File: src/rtl/vend_pkg.sv
// Shared definitions for the candy-vending customer and the vending machine:
// coin values, default price, error codes, FSM encoding and small helpers.
package vend_pkg;

    localparam int NICKEL_CENTS  = 5;
    localparam int DIME_CENTS    = 10;
    localparam int QUARTER_CENTS = 25;
    localparam int DEFAULT_PRICE = 25;

    typedef enum logic [1:0] {
        ERR_NONE    = 2'b00,
        ERR_FUNDS   = 2'b01,
        ERR_TIMEOUT = 2'b10,
        ERR_CHANGE  = 2'b11
    } err_e;

    typedef enum logic [2:0] {
        ST_IDLE,
        ST_CHECK,
        ST_INSERT,
        ST_GAP,
        ST_WAIT_VEND,
        ST_THANK,
        ST_DONE
    } state_e;

    typedef enum logic [1:0] {
        COIN_NONE,
        COIN_NICKEL,
        COIN_DIME,
        COIN_QUARTER
    } coin_e;

    // Largest coin first, so the purchase uses as few coins as possible.
    function automatic coin_e pick_coin(logic [2:0] n, logic [2:0] d, logic [1:0] q);
        if (q != 2'd0)      return COIN_QUARTER;
        else if (d != 3'd0) return COIN_DIME;
        else if (n != 3'd0) return COIN_NICKEL;
        else                return COIN_NONE;
    endfunction

    // Wallet total; the largest wallet (7 nickels, 7 dimes, 3 quarters) is 180 cents.
    function automatic logic [7:0] wallet_cents(logic [2:0] n, logic [2:0] d, logic [1:0] q);
        return 8'(n) * 8'(NICKEL_CENTS) + 8'(d) * 8'(DIME_CENTS) + 8'(q) * 8'(QUARTER_CENTS);
    endfunction

    function automatic logic [6:0] coin_cents(coin_e c);
        case (c)
            COIN_QUARTER: return 7'(QUARTER_CENTS);
            COIN_DIME:    return 7'(DIME_CENTS);
            COIN_NICKEL:  return 7'(NICKEL_CENTS);
            default:      return 7'd0;
        endcase
    endfunction

endpackage

File: src/rtl/vend_customer_if.sv
// Customer <-> machine signal bundle. The master side is the customer FSM,
// the slave side is the machine (or the environment driving the customer).
interface vend_customer_if;
    import vend_pkg::*;

    logic       start;
    logic [2:0] nickel_cnt;
    logic [2:0] dime_cnt;
    logic [1:0] quarter_cnt;
    logic       candy_in;
    logic       nickel_ret_in;
    logic [1:0] dime_ret_in;
    logic       nickel_out;
    logic       dime_out;
    logic       quarter_out;
    logic       thanks_out;
    logic       busy;
    logic       done;
    logic [5:0] change_cents;
    logic       vend_ok;
    err_e       err;

    modport master (
        input  start, nickel_cnt, dime_cnt, quarter_cnt,
        input  candy_in, nickel_ret_in, dime_ret_in,
        output nickel_out, dime_out, quarter_out, thanks_out,
        output busy, done, change_cents, vend_ok, err
    );

    modport slave (
        output start, nickel_cnt, dime_cnt, quarter_cnt,
        output candy_in, nickel_ret_in, dime_ret_in,
        input  nickel_out, dime_out, quarter_out, thanks_out,
        input  busy, done, change_cents, vend_ok, err
    );

endinterface

File: src/rtl/vend_change_decode.sv
// Decodes the machine's change report into cents. Dime change is thermometer
// coded (00, 01, 11); 10 is flagged illegal but still decodes as one dime.
module vend_change_decode
    import vend_pkg::*;
(
    input  logic       nickel_ret_in,
    input  logic [1:0] dime_ret_in,
    output logic [5:0] change_cents,
    output logic       illegal
);

    logic [1:0] dime_count;

    // Pure decode of the change strobe fields.
    always_comb begin
        // NOTE: every output is assigned on every path through always_comb, so no latch is inferred.
        dime_count   = 2'(dime_ret_in[0]) + 2'(dime_ret_in[1]);
        change_cents = (nickel_ret_in ? 6'(NICKEL_CENTS) : 6'd0) + 6'(dime_count) * 6'(DIME_CENTS);
        illegal      = (dime_ret_in == 2'b10);
    end

endmodule

File: src/rtl/vend_customer.sv
// Customer side of a candy purchase: checks the wallet, feeds coins one at a
// time (largest first, one idle cycle between coins) until the price is met,
// waits for the candy strobe, acknowledges it and reports change and status.
module vend_customer
    import vend_pkg::*;
#(
    parameter int PRICE        = DEFAULT_PRICE,
    parameter int VEND_TIMEOUT = 8
) (
    input logic             clk,
    input logic             rst_n,
    vend_customer_if.master bus
);

    localparam int               CNT_W       = $clog2(VEND_TIMEOUT + 1);
    localparam logic [7:0]       PRICE_CENTS = 8'(PRICE);
    localparam logic [CNT_W-1:0] LAST_WAIT   = CNT_W'(VEND_TIMEOUT - 1);

    state_e           state;
    logic [2:0]       n_left;
    logic [2:0]       d_left;
    logic [1:0]       q_left;
    logic [6:0]       paid;
    logic [CNT_W-1:0] wait_cnt;

    logic [5:0] ret_cents;
    logic       ret_illegal;
    coin_e      next_coin;
    logic       funds_ok;
    logic       need_more;
    logic       insert_now;

    vend_change_decode u_change (
        .nickel_ret_in (bus.nickel_ret_in),
        .dime_ret_in   (bus.dime_ret_in),
        .change_cents  (ret_cents),
        .illegal       (ret_illegal)
    );

    // Next-coin choice and the two conditions that lead into INSERT.
    always_comb begin
        next_coin  = pick_coin(n_left, d_left, q_left);
        funds_ok   = wallet_cents(n_left, d_left, q_left) >= PRICE_CENTS;
        need_more  = {1'b0, paid} < PRICE_CENTS;
        insert_now = (state == ST_CHECK && funds_ok) || (state == ST_GAP && need_more);
    end

    // Purchase FSM with all outputs registered; pulses default low each cycle.
    always_ff @(posedge clk or negedge rst_n) begin
        if (!rst_n) begin
            state            <= ST_IDLE;
            n_left           <= '0;
            d_left           <= '0;
            q_left           <= '0;
            paid             <= '0;
            wait_cnt         <= '0;
            bus.nickel_out   <= 1'b0;
            bus.dime_out     <= 1'b0;
            bus.quarter_out  <= 1'b0;
            bus.thanks_out   <= 1'b0;
            bus.busy         <= 1'b0;
            bus.done         <= 1'b0;
            bus.change_cents <= '0;
            bus.vend_ok      <= 1'b0;
            bus.err          <= ERR_NONE;
        end else begin
            // NOTE: non-blocking assignments here, so every branch sees the pre-edge state and later assignments win.
            bus.nickel_out  <= 1'b0;
            bus.dime_out    <= 1'b0;
            bus.quarter_out <= 1'b0;
            bus.thanks_out  <= 1'b0;
            bus.done        <= 1'b0;

            case (state)
                ST_IDLE: begin
                    if (bus.start) begin
                        n_left           <= bus.nickel_cnt;
                        d_left           <= bus.dime_cnt;
                        q_left           <= bus.quarter_cnt;
                        paid             <= '0;
                        bus.change_cents <= '0;
                        bus.vend_ok      <= 1'b0;
                        bus.err          <= ERR_NONE;
                        bus.busy         <= 1'b1;
                        state            <= ST_CHECK;
                    end
                end
                ST_CHECK: begin
                    if (!funds_ok) begin
                        bus.err  <= ERR_FUNDS;
                        bus.done <= 1'b1;
                        state    <= ST_DONE;
                    end
                end
                ST_INSERT: state <= ST_GAP;
                ST_GAP: begin
                    if (!need_more) begin
                        wait_cnt <= '0;
                        state    <= ST_WAIT_VEND;
                    end
                end
                ST_WAIT_VEND: begin
                    if (bus.candy_in) begin
                        bus.change_cents <= ret_cents;
                        if (ret_illegal) bus.err <= ERR_CHANGE;
                        bus.thanks_out   <= 1'b1;
                        state            <= ST_THANK;
                    end else if (wait_cnt == LAST_WAIT) begin
                        bus.err  <= ERR_TIMEOUT;
                        bus.done <= 1'b1;
                        state    <= ST_DONE;
                    end else begin
                        wait_cnt <= wait_cnt + 1'b1;
                    end
                end
                ST_THANK: begin
                    bus.vend_ok <= (bus.err == ERR_NONE) &&
                                   (({1'b0, paid} - PRICE_CENTS) == {2'b00, bus.change_cents});
                    bus.done    <= 1'b1;
                    state       <= ST_DONE;
                end
                ST_DONE: begin
                    bus.busy <= 1'b0;
                    state    <= ST_IDLE;
                end
                default: state <= ST_IDLE;
            endcase

            // Coin insertion is shared by CHECK and GAP; it overrides their state update.
            if (insert_now) begin
                state <= ST_INSERT;
                paid  <= paid + coin_cents(next_coin);
                case (next_coin)
                    COIN_QUARTER: begin
                        bus.quarter_out <= 1'b1;
                        q_left          <= q_left - 1'b1;
                    end
                    COIN_DIME: begin
                        bus.dime_out <= 1'b1;
                        d_left       <= d_left - 1'b1;
                    end
                    COIN_NICKEL: begin
                        bus.nickel_out <= 1'b1;
                        n_left         <= n_left - 1'b1;
                    end
                    default: ;
                endcase
            end
        end
    end

endmodule

File: src/flat_wrapper.sv
// flat-port wrapper written by rule: the top's interface ports become plain ports
module vend_customer_flat import vend_pkg::*;
#(
    parameter int PRICE        = DEFAULT_PRICE,
    parameter int VEND_TIMEOUT = 8
)
  (clk, rst_n, bus_start, bus_nickel_cnt, bus_dime_cnt, bus_quarter_cnt, bus_candy_in, bus_nickel_ret_in, bus_dime_ret_in, bus_nickel_out, bus_dime_out, bus_quarter_out, bus_thanks_out, bus_busy, bus_done, bus_change_cents, bus_vend_ok, bus_err);
  vend_customer_if bus_i ();
  input logic clk;
  input logic rst_n;
  input wire logic [$bits(bus_i.start)-1:0] bus_start;
  input wire logic [$bits(bus_i.nickel_cnt)-1:0] bus_nickel_cnt;
  input wire logic [$bits(bus_i.dime_cnt)-1:0] bus_dime_cnt;
  input wire logic [$bits(bus_i.quarter_cnt)-1:0] bus_quarter_cnt;
  input wire logic [$bits(bus_i.candy_in)-1:0] bus_candy_in;
  input wire logic [$bits(bus_i.nickel_ret_in)-1:0] bus_nickel_ret_in;
  input wire logic [$bits(bus_i.dime_ret_in)-1:0] bus_dime_ret_in;
  output wire logic [$bits(bus_i.nickel_out)-1:0] bus_nickel_out;
  output wire logic [$bits(bus_i.dime_out)-1:0] bus_dime_out;
  output wire logic [$bits(bus_i.quarter_out)-1:0] bus_quarter_out;
  output wire logic [$bits(bus_i.thanks_out)-1:0] bus_thanks_out;
  output wire logic [$bits(bus_i.busy)-1:0] bus_busy;
  output wire logic [$bits(bus_i.done)-1:0] bus_done;
  output wire logic [$bits(bus_i.change_cents)-1:0] bus_change_cents;
  output wire logic [$bits(bus_i.vend_ok)-1:0] bus_vend_ok;
  output wire logic [$bits(bus_i.err)-1:0] bus_err;
  assign bus_i.start = bus_start;
  assign bus_i.nickel_cnt = bus_nickel_cnt;
  assign bus_i.dime_cnt = bus_dime_cnt;
  assign bus_i.quarter_cnt = bus_quarter_cnt;
  assign bus_i.candy_in = bus_candy_in;
  assign bus_i.nickel_ret_in = bus_nickel_ret_in;
  assign bus_i.dime_ret_in = bus_dime_ret_in;
  assign bus_nickel_out = bus_i.nickel_out;
  assign bus_dime_out = bus_i.dime_out;
  assign bus_quarter_out = bus_i.quarter_out;
  assign bus_thanks_out = bus_i.thanks_out;
  assign bus_busy = bus_i.busy;
  assign bus_done = bus_i.done;
  assign bus_change_cents = bus_i.change_cents;
  assign bus_vend_ok = bus_i.vend_ok;
  assign bus_err = bus_i.err;
  vend_customer #(.PRICE(PRICE), .VEND_TIMEOUT(VEND_TIMEOUT)) u_core (.clk(clk), .rst_n(rst_n), .bus(bus_i));
endmodule
File: config.mk
export PLATFORM = sky130hd
export DESIGN_NAME = vend_customer_flat
export DESIGN_NICKNAME = d
export VERILOG_FILES = /design/src/rtl/vend_pkg.sv /design/src/rtl/vend_customer_if.sv /design/src/rtl/vend_change_decode.sv /design/src/rtl/vend_customer.sv /design/src/flat_wrapper.sv
export SDC_FILE = /design/constraint.sdc
export NUM_CORES = 1
export LEC_CHECK = 0
export CAP_MARGIN = 30
export CORE_ASPECT_RATIO = 1.1
export CORE_UTILIZATION = 53
export DETAILED_ROUTE_END_ITERATION = 8
export HOLD_SLACK_MARGIN = 0.02
export PLACE_DENSITY = 0.75
export SLEW_MARGIN = 10
export SYNTH_ARGS = -nofsm -noshare
export SYNTH_HDL_FRONTEND = slang
export SYNTH_SLANG_ARGS = --single-unit
File: constraint.sdc
create_clock -name clk -period 4.1 [get_ports clk]
set_input_delay 0.82 -clock clk [delete_from_list [all_inputs] [get_ports clk]]
set_output_delay 0.82 -clock clk [all_outputs]
set_load 0.01 [all_outputs]
==> Word-level counts from Yosys, hierarchy flattened <==
Cells that the tools add are included.
{ "word_totals": {"ff_bits": 37, "out_inout_bits": 15, "word_cells": 135} }
{ "classes": {"add_sub_neg": 10, "n_mul": 4, "n_lt_le_gt_ge": 2, "eq_ne": 24, "muxes": 57, "reduce_logical": 23} }
{ "ops": {"columns": ["operator", "n"], "rows": [
  ["3-bit 2-to-1 mux", 15],
  ["7-bit 2-to-1 mux", 4],
  ["2-bit 2-to-1 mux", 11],
  ["3-bit case mux with 6 select lines", 1],
  ["5-bit case mux with 3 select lines", 1],
  ["1-bit 2-to-1 mux", 14],
  ["2-bit nonzero test", 7],
  ["3-bit by 3-bit multiplier with 6-bit output, second input constant", 2],
  ["4-bit 2-to-1 mux", 3],
  ["6-bit 2-to-1 mux", 2],
  ["2-bit != test, second input constant", 6],
  ["6-bit case mux with 2 select lines", 1],
  ["3-bit equality test, second input constant", 3],
  ["3-bit by 2-bit != test with 1-bit output, second input constant", 3],
  ["3-bit nonzero test", 3],
  ["6-bit by 7-bit adder with 8-bit output", 1],
  ["8-bit by 7-bit adder with 8-bit output", 1],
  ["8-bit by 6-bit equality test with 1-bit output", 1],
  ["8-bit by 5-bit >= comparator with 1-bit output, second input constant", 1],
  ["4-bit case mux with 2 select lines", 1],
  ["4-bit AND reduction", 2],
  ["7-bit by 5-bit subtractor with 8-bit output, second input constant", 1],
  ["7-bit adder", 1],
  ["7-bit by 5-bit < comparator with 1-bit output, second input constant", 1],
  ["other kinds (24)", 34]
]} }

==> Longest topological paths before layout <==
Gate-level depths: netlist (run 1).
{ "logic_depth": {"depth_word": 9, "ltp_mapped": 15, "mapped_depth_nobuf": 14} }

==> Cells and area by module <==
From an unflattened synthesis (run 1), not the netlist that was laid out.
{ "unflattened": {"cells_unflattened": 295, "area_unflattened_um2": 2884.0} }
{ "by_module_without_submodules": {"columns": ["mod", "instances", "cells_each", "area_each_um2", "seq_area_each_um2"], "rows": [
  ["vend_customer", 1, 286, 2801.4, 925.9],
  ["vend_change_decode", 1, 9, 82.6, 0.0]
]} }

==> Worst setup path after synthesis (run 1) <==
OpenSTA, ideal clock, no wires.
{ "synth_timing": {"path_kind": "register to register", "startpoint": "register u_core.d_left[0]", "endpoint": "register u_core.d_left[2]", "arrival_ns": 3.514, "required_time_ns": 3.971, "slack_ns": 0.457, "path_stages_with_launch": 14, "path_buffers": 1, "synth_period_minus_slack_ns": 3.643, "cell_sequence": "dfrtp_1 ha_1 ha_1 ha_1 fa_1 ha_1 ha_1 a21oi_2 xor2_1 nand4b_2 a2111oi_4 buf_4 nor4b_1 a2111o_1"} }
{ "synth_via": {"elab_chain_len": 7, "word_cells_on_any_way": 13} }
{ "synth_rtl": {"columns": ["element", "line_no", "text"], "rows": [
  ["from (decl)", "vend_customer.sv:21", "logic [2:0] d_left;"],
  ["from (signal assigned)", "vend_customer.sv:78", "d_left <= bus.dime_cnt;"],
  ["from (signal assigned)", "vend_customer.sv:140", "d_left <= d_left - 1'b1;"],
  ["3-bit by 3-bit multiplier with 6-bit output", "vend_pkg.sv:44", "return 8'(n) * 8'(NICKEL_CENTS) + 8'(d) * 8'(DIME_CENTS) + 8'(q) * 8'(QUARTER_CENTS);"],
  ["6-bit by 7-bit adder with 8-bit output", "vend_pkg.sv:44", null],
  ["8-bit by 7-bit adder with 8-bit output", "vend_pkg.sv:44", null],
  ["8-bit by 5-bit >= comparator with 1-bit output", "vend_customer.sv:43", "funds_ok = wallet_cents(n_left, d_left, q_left) >= PRICE_CENTS;"],
  ["1-bit logical AND", "vend_customer.sv:45", "insert_now = (state == ST_CHECK && funds_ok) || (state == ST_GAP && need_more);"],
  ["1-bit logical OR", "vend_customer.sv:45", null],
  ["3-bit 2-to-1 mux *", "vend_customer.sv:130", "if (insert_now) begin"]
]} }
Mark *: on every way between the ends. The rest lies on a longest branch, timed or not.
A chain may end at the register's enable or synchronous reset.

==> Worst setup path in the final report (run 1) <==
{ "layout_timing": {"startpoint": "register u_core.d_left[1]", "endpoint": "register u_core.d_left[2]"} }
The elaborated chain is that of the path after synthesis.

==> impl_metrics.csv, run 1 <==
group,metric,value,unit
run_status,status,"complete, no violations",
finish,num_antenna_cells,0,
die,dieArea,5640,µm²
die,pin_count,30,
synth,synth_compound_gate_area_share,15.7,%
setup_path,required,4.28,ns
synth,synth.yosys.warnings,0,
routing,viasPerCell,5.86,
timing,final_period_minus_worst_setup_slack,3.89,ns
timing,final-max-slew-violation-count,0,
die,core,5070,µm²
cts,cts-buffers-inserted,5,
cts,cts_repair_resize_count,0,
grt,grt_pass1_wl,10700,µm
synth,syn_area_per_cell,9.51,µm²
flow_run,maxCapViolations,0,
finish,layout-drive-gt1-share,6.71,%
setup_path,worst-path-buf-inv,4,
synth,ys_ff_latch,37,
cts,clockRootBuffer,"clkbuf_8",
setup_path,critPathLaunchType,"register",
timing,timing_worst_slew_pin_value,0.858,ns
synth,yosysSeqAreaShare,32.7,%
synth,synthesis.instances,298,
timing,rsz0062_at_grt,"no",
setup_path,category_of_the_worst_setup_path_capture_point,"register",
cts,clk_pin_slew,0.08,ns
finish,n_fill_cell,430,
setup_path,reg2reg_setup_slack,0.21,ns
grt,grt_remaining_overflow,0,
synth,synth_top_cell_by_area,"dfrtp_1",
routing,iteration_count_of_the_initial_detailed_routing_pass,4,
routing,post_detailed_routing_wire_length,6130,µm
synth,number_of_distinct_library_cells_after_synthesis,51,
timing,setup_viol,0,
timing,timing.final.crit_share,95.0,%
synth,asyncSetResetFlopFracSynth,100,%
die,initial_utilization,55.9,%
cts,cts.htree.levels,2,
setup_path,timing.critical_path.cells,"ha_1 > ha_1 > inv_1 > fa_1 > inv_1 > ha_1 > inv_1 > fa_1 > nand2b_1 > a21oi_1 > xor2_2 > a2111oi_4 > buf_4 > o21ba_2 > a2111o_1",
grt,vias_in_the_first_global_route,2312,
placement,io_buffer_count,29,
placement,placer_congestion_estimate,0.836,
die,die_width,71.7,µm
synth,synth.area.mux_share,3.93,%
placement,dp_hpwl,4590,µm
routing,wire_per_inst,15.9,µm
setup_path,worst-path-max-fanout,12,
finish,final_net_count,385,
setup_path,path_delay_family,"adder cells",
timing,timing.slew.headroom,42.5,%
synth,netlist_area,2830,µm²
cts,cts_post_setup_buffers_inserted,0,
setup_path,regToRegStartpoint,"u_core.d_left[1]",
cts,cts_hold_buf,0,
timing,timing.clock.skew,0.00589,ns
setup_path,worst_reg2reg_path_depth,15,
synth,dominant_combinational_cell_family_by_area_after_synthesis,"adder cells",
synth,synthSimpleGateAreaFrac,15.6,%
cts,tritoncts,"yes",
routing,number_of_nets_with_antenna_violations_after_routing,0,
setup_path,rr_endpoint,"u_core.d_left[2]",
timing,final_hold_viol_count,0,
grt,antenna_violations_before_repair,0,
synth,synth_ff_type,"dfrtp_1",
worst_hold_path,worst_min_delay_path_category,"in -> async",
synth,synthAdderAreaFrac,20.7,%
cts,cts-root-to-sink-buffers,2,
routing,vias,2261,
timing,clock.fmax,257,MHz
routing,drcViolationCount,0,
die,chipHeight,78.7,µm
synth,top_cells_by_area_in_the_synthesized_netlist,"dfrtp_1 (33%), ha_1 (15%), fa_1 (5.7%)",
synth,postSynthNetCount,355,
grt,maximum_number_of_pins_on_one_net_before_global_route_repair,38,
cts,clock_sink_count,37,
die,placementRows,27,
timing,fin_setup_tns,0,ns
routing,dr.first_iter.drc_count,97,
setup_path,cp_data_arrival_time,4.08,ns
setup_path,worst_path_largest_cell_delay,0.47,ns
synth,post-synth-top-area-fraction,32.7,%
setup_path,slowest_cell_on_crit_path,"fa_1",
synth,count_of_flip_flops_with_a_built_in_enable_after_synthesis,0,
finish,layout-area-overhead-vs-synth,15.5,%
grt,grt_usage,24.1,%
setup_path,critical_path_class,"reg -> reg",
synth,yosys.area_share.xor_xnor,5.56,%
cts,clock_latency_on_the_worst_skew_pair,0.29,ns
==> stage by stage <==
step	cells	util (%)	hold slack, ns	area (µm²)	setup WS, ns
3_3_place_gp	378	62.2	0.520	3150	0.275
4_1_cts	385	64.0	0.539	3240	0.126
2_1_floorplan	298	-	0.514	2830	0.457
6_report	386	64.6	0.313	3270	0.205
3_5_place_dp	378	62.2	0.507	3150	0.154
5_1_grt	386	64.6	0.301	3270	0.0163
==> metal layers <==
layer / track usage [%] / share of wire (%) / vias up
met5: 0 / 0 / -
met4: 6.27 / 1.4 / 0
met3: 4.06 / 3.9 / 11
met2: 42.2 / 51 / 56
met1: 30.9 / 44 / 1079
li1: - / - / 1115
==> worst reg2reg max path, delay by kind of cell, from the launching register on <==
kind / cells / cell delay (ns)
compound gates: 4 / 0.92
xor+xnor: 1 / 0.29
fa+ha+maj: 5 / 1.63
buf+inv: 4 / 0.38
flops: 1 / 0.43
simple gates: 1 / 0.16
==> flip-flops by register name, indices dropped and copies added, names as in the netlist <==
signal                   count
u_core.wait_cnt              4
u_core.state                 3
u_core.n_left                3
u_core.bus.quarter_out       1
u_core.bus.thanks_out        1
u_core.paid                  7
u_core.bus.err               2
u_core.bus.nickel_out        1
u_core.bus.change_cents      6
u_core.d_left                3
u_core.bus.vend_ok           1
u_core.bus.done              1
u_core.q_left                2
u_core.bus.busy              1
u_core.bus.dime_out          1
==> cell families (layout without fill, tap and decap cells) <==
| kind of cell | after synthesis | in the layout |
|---|---|---|
| AND/OR/NAND/NOR | 90 | 90 |
| adder cells (fa/ha/maj) | 42 | 42 |
| multiplexers | 11 | 11 |
| XOR/XNOR | 18 | 18 |
| AO/OA/AOI/OAI | 61 | 61 |
| buffers and inverters | 39 | 69 |
| flip-flops | 37 | 37 |
==> cells in the mapped netlist (6+ instances only) <==
cell type and n:
dfrtp_1 37, ha_1 34, inv_1 30, nand2_1 29, nor2_1 19, o21ai_0 15
a21oi_1 12, nand3_1 12, xor2_1 11, mux2i_1 10, fa_1 8, nor3_1 7
xnor2_1 7, clkbuf_1 6
==> how the worst max path moves through the flow <==
stage | end | slack (ns) | cells after the start | startpoint
floorplan | u_core.d_left[2] | 0.46 | 13 | u_core.d_left[0]
global placement | u_core.d_left[2] | 0.27 | 15 | u_core.n_left[2]
detailed placement | u_core.bus.err[0] | 0.15 | 12 | u_core.d_left[2]
CTS | u_core.bus.err[0] | 0.13 | 12 | u_core.d_left[2]
global route | u_core.d_left[2] | 0.02 | 15 | u_core.d_left[1]
finish | u_core.d_left[2] | 0.21 | 15 | u_core.d_left[1]
==> placed cells by master (no fill, tap or decap), types with 8 or more instances in the layout <==
cell / count
mux2i_1: 10
a21oi_1: 12
nand2_1: 29
nor2_1: 19
dfrtp_1: 37
xor2_1: 10
clkdlybuf4s50_1: 28
inv_1: 30
ha_1: 34
fa_1: 8
o21ai_0: 15
nand3_1: 12
==> cell type report <==
type | count | area (µm²) | area share (%)
clock buffer | 6 | 82.6 | 2.52
clock inverter | 1 | 7.51 | 0.229
inverter | 30 | 113 | 3.44
multi-input combinational | 222 | 1750 | 53.5
sequential | 37 | 926 | 28.3
tap | 58 | 72.6 | 2.22
timing repair buffer | 32 | 320 | 9.79
Power of run 1 is left out: the tool's default activity adds up to more than one toggle a clock period on the data nets, which glitch-free logic cannot reach.
==> run 2: changes to the inputs <==
- CORE_UTILIZATION: 53 -> 40
- HOLD_SLACK_MARGIN: 0.02 -> 0.06
- PLACE_DENSITY: 0.75 -> unset
- SLEW_MARGIN: 10 -> unset
==> impl_metrics.csv, run 2 (synthesis gave the netlist of run 1 again) <==
group,metric,value,unit
run_status,status,"complete, no violations",
finish,top_register,"u_core.paid",
placement,dp_hpwl,4720,µm
timing,setup_viol,0,
timing,clock.fmax,256,MHz
cts,clock_latency_on_the_worst_skew_pair,0.29,ns
finish,final_net_count,384,
die,placementRows,31,
grt,grt_usage,19.1,%
die,core,6710,µm²
die,dieArea,7430,µm²
cts,clk_pin_slew,0.08,ns
routing,wire_per_inst,15.4,µm
finish,mostFrequentLayoutCell,"dfrtp_1",
cts,clock_sink_count,37,
die,initial_utilization,42.2,%
grt,antenna_violations_before_repair,0,
finish,largest_register_ffs,7,
routing,number_of_nets_with_antenna_violations_after_routing,0,
finish,n_fill_cell,656,
setup_path,required,4.26,ns
finish,num_antenna_cells,0,
timing,fin_setup_tns,0,ns
routing,dr.first_iter.drc_count,106,
timing,timing_worst_slew_pin_value,0.863,ns
setup_path,worst-path-max-fanout,12,
finish,reg.largest.list,"u_core.paid x7, u_core.bus.change_cents x6, u_core.wait_cnt x4",
cts,tritoncts,"yes",
cts,cts-root-to-sink-buffers,2,
finish,layout.cells.most_common_list,"dfrtp_1 (37), ha_1 (34), inv_1 (30)",
finish,final-instance-count-excl-fill,409,
routing,viasPerCell,5.60,
cts,cts-buffers-inserted,5,
placement,placer_congestion_estimate,0.834,
cts,cts.htree.levels,2,
die,chipHeight,90.3,µm
placement,place.detailed.instances,402,
routing,post_detailed_routing_wire_length,6300,µm
die,pin_count,30,
flow_run,maxCapViolations,0,
timing,final_hold_viol_count,0,
worst_hold_path,worst_min_delay_path_category,"reg -> reg",
routing,iteration_count_of_the_initial_detailed_routing_pass,4,
grt,vias_in_the_first_global_route,2367,
timing,rsz0062_at_grt,"no",
cts,clockRootBuffer,"clkbuf_8",
routing,vias,2290,
grt,grt_pass1_wl,11100,µm
timing,timing.slew.headroom,42.5,%
timing,timing.final.crit_share,95.1,%
timing,timing.clock.skew,0.00988,ns
grt,grt_remaining_overflow,0,
finish,layout-area-overhead-vs-synth,15.6,%
setup_path,critical_path_class,"reg -> reg",
finish,area_taken_by_multi_input_logic_gates,1750,µm²
placement,io_buffer_count,29,
finish,final-seq-area,926,µm²
timing,final_period_minus_worst_setup_slack,3.90,ns
setup_path,critPathLaunchType,"register",
setup_path,cp_data_arrival_time,4.06,ns
cts,cts_post_setup_buffers_inserted,0,
grt,maximum_number_of_pins_on_one_net_before_global_route_repair,38,
setup_path,category_of_the_worst_setup_path_capture_point,"register",
timing,final-max-slew-violation-count,0,
cts,cts_hold_buf,0,
die,die_width,82.3,µm
finish,layout-drive-gt1-share,6.42,%
routing,drcViolationCount,0,
## run 2: final timing paths
path / from / to / slack, ns / cells after the start
worst min-delay path: u_core.bus.busy / u_core.bus.busy / 0.55 / 2
worst max-delay path: u_core.d_left[0] / u_core.d_left[2] / 0.20 / 13
worst min register to register: u_core.bus.busy / u_core.bus.busy / 0.55 / 2
max in group asynchronous: rst_n / u_core.bus.err[0] / 2.92 / 1
worst max register to register: u_core.d_left[0] / u_core.d_left[2] / 0.20 / 13
min in group asynchronous: rst_n / u_core.bus.nickel_out / 0.64 / 1
## run 2: final cells by class
class,instances,share of cell area [%]
multi-input cells,222,53.5
clock inverters,1,0.267
clock buffers,6,2.21
repair buffers,31,9.16
flip-flops and latches,37,28.3
inverters,30,3.44
well taps,82,3.13
## run 2: critical path, cell delays in order (launching register included)
cell and delay (ns):
dfrtp_1 0.42, ha_1 0.22, ha_1 0.20, ha_1 0.31, fa_1 0.39, ha_1 0.28
ha_1 0.37, a21oi_2 0.18, xor2_1 0.18, nand4b_2 0.20, a2111oi_4 0.37, buf_4 0.24
nor4b_1 0.07, a2111o_1 0.34
## run 2: repair_timing
action,4_1_cts,5_1_grt
hold endpoints to repair,0,0
endpoints found under the setup margin,0,6
gates resized for setup,0,2
## run 2: stage by stage
step / cell area (µm²) / setup slack, ns / hold slack, ns / utilization [%]
floorplan: 2830 / 0.457 / 0.514 / -
global placement: 3180 / 0.178 / 0.529 / 47.5
detailed placement: 3180 / 0.145 / 0.526 / 47.5
CTS: 3270 / 0.115 / 0.556 / 48.7
global route: 3280 / 0.00209 / 0.568 / 48.8
finish: 3280 / 0.199 / 0.546 / 48.8
## run 2: routing by layer
metal  GRT usage [%]  part of all wire [%]  wire [µm]
met5               0                     0          0
met3            4.75                   4.5        284
met2            31.8                    49       3100
met4            4.82                  0.95         60
met1            24.3                    45       2860
Power of run 2 is left out for the same reason.
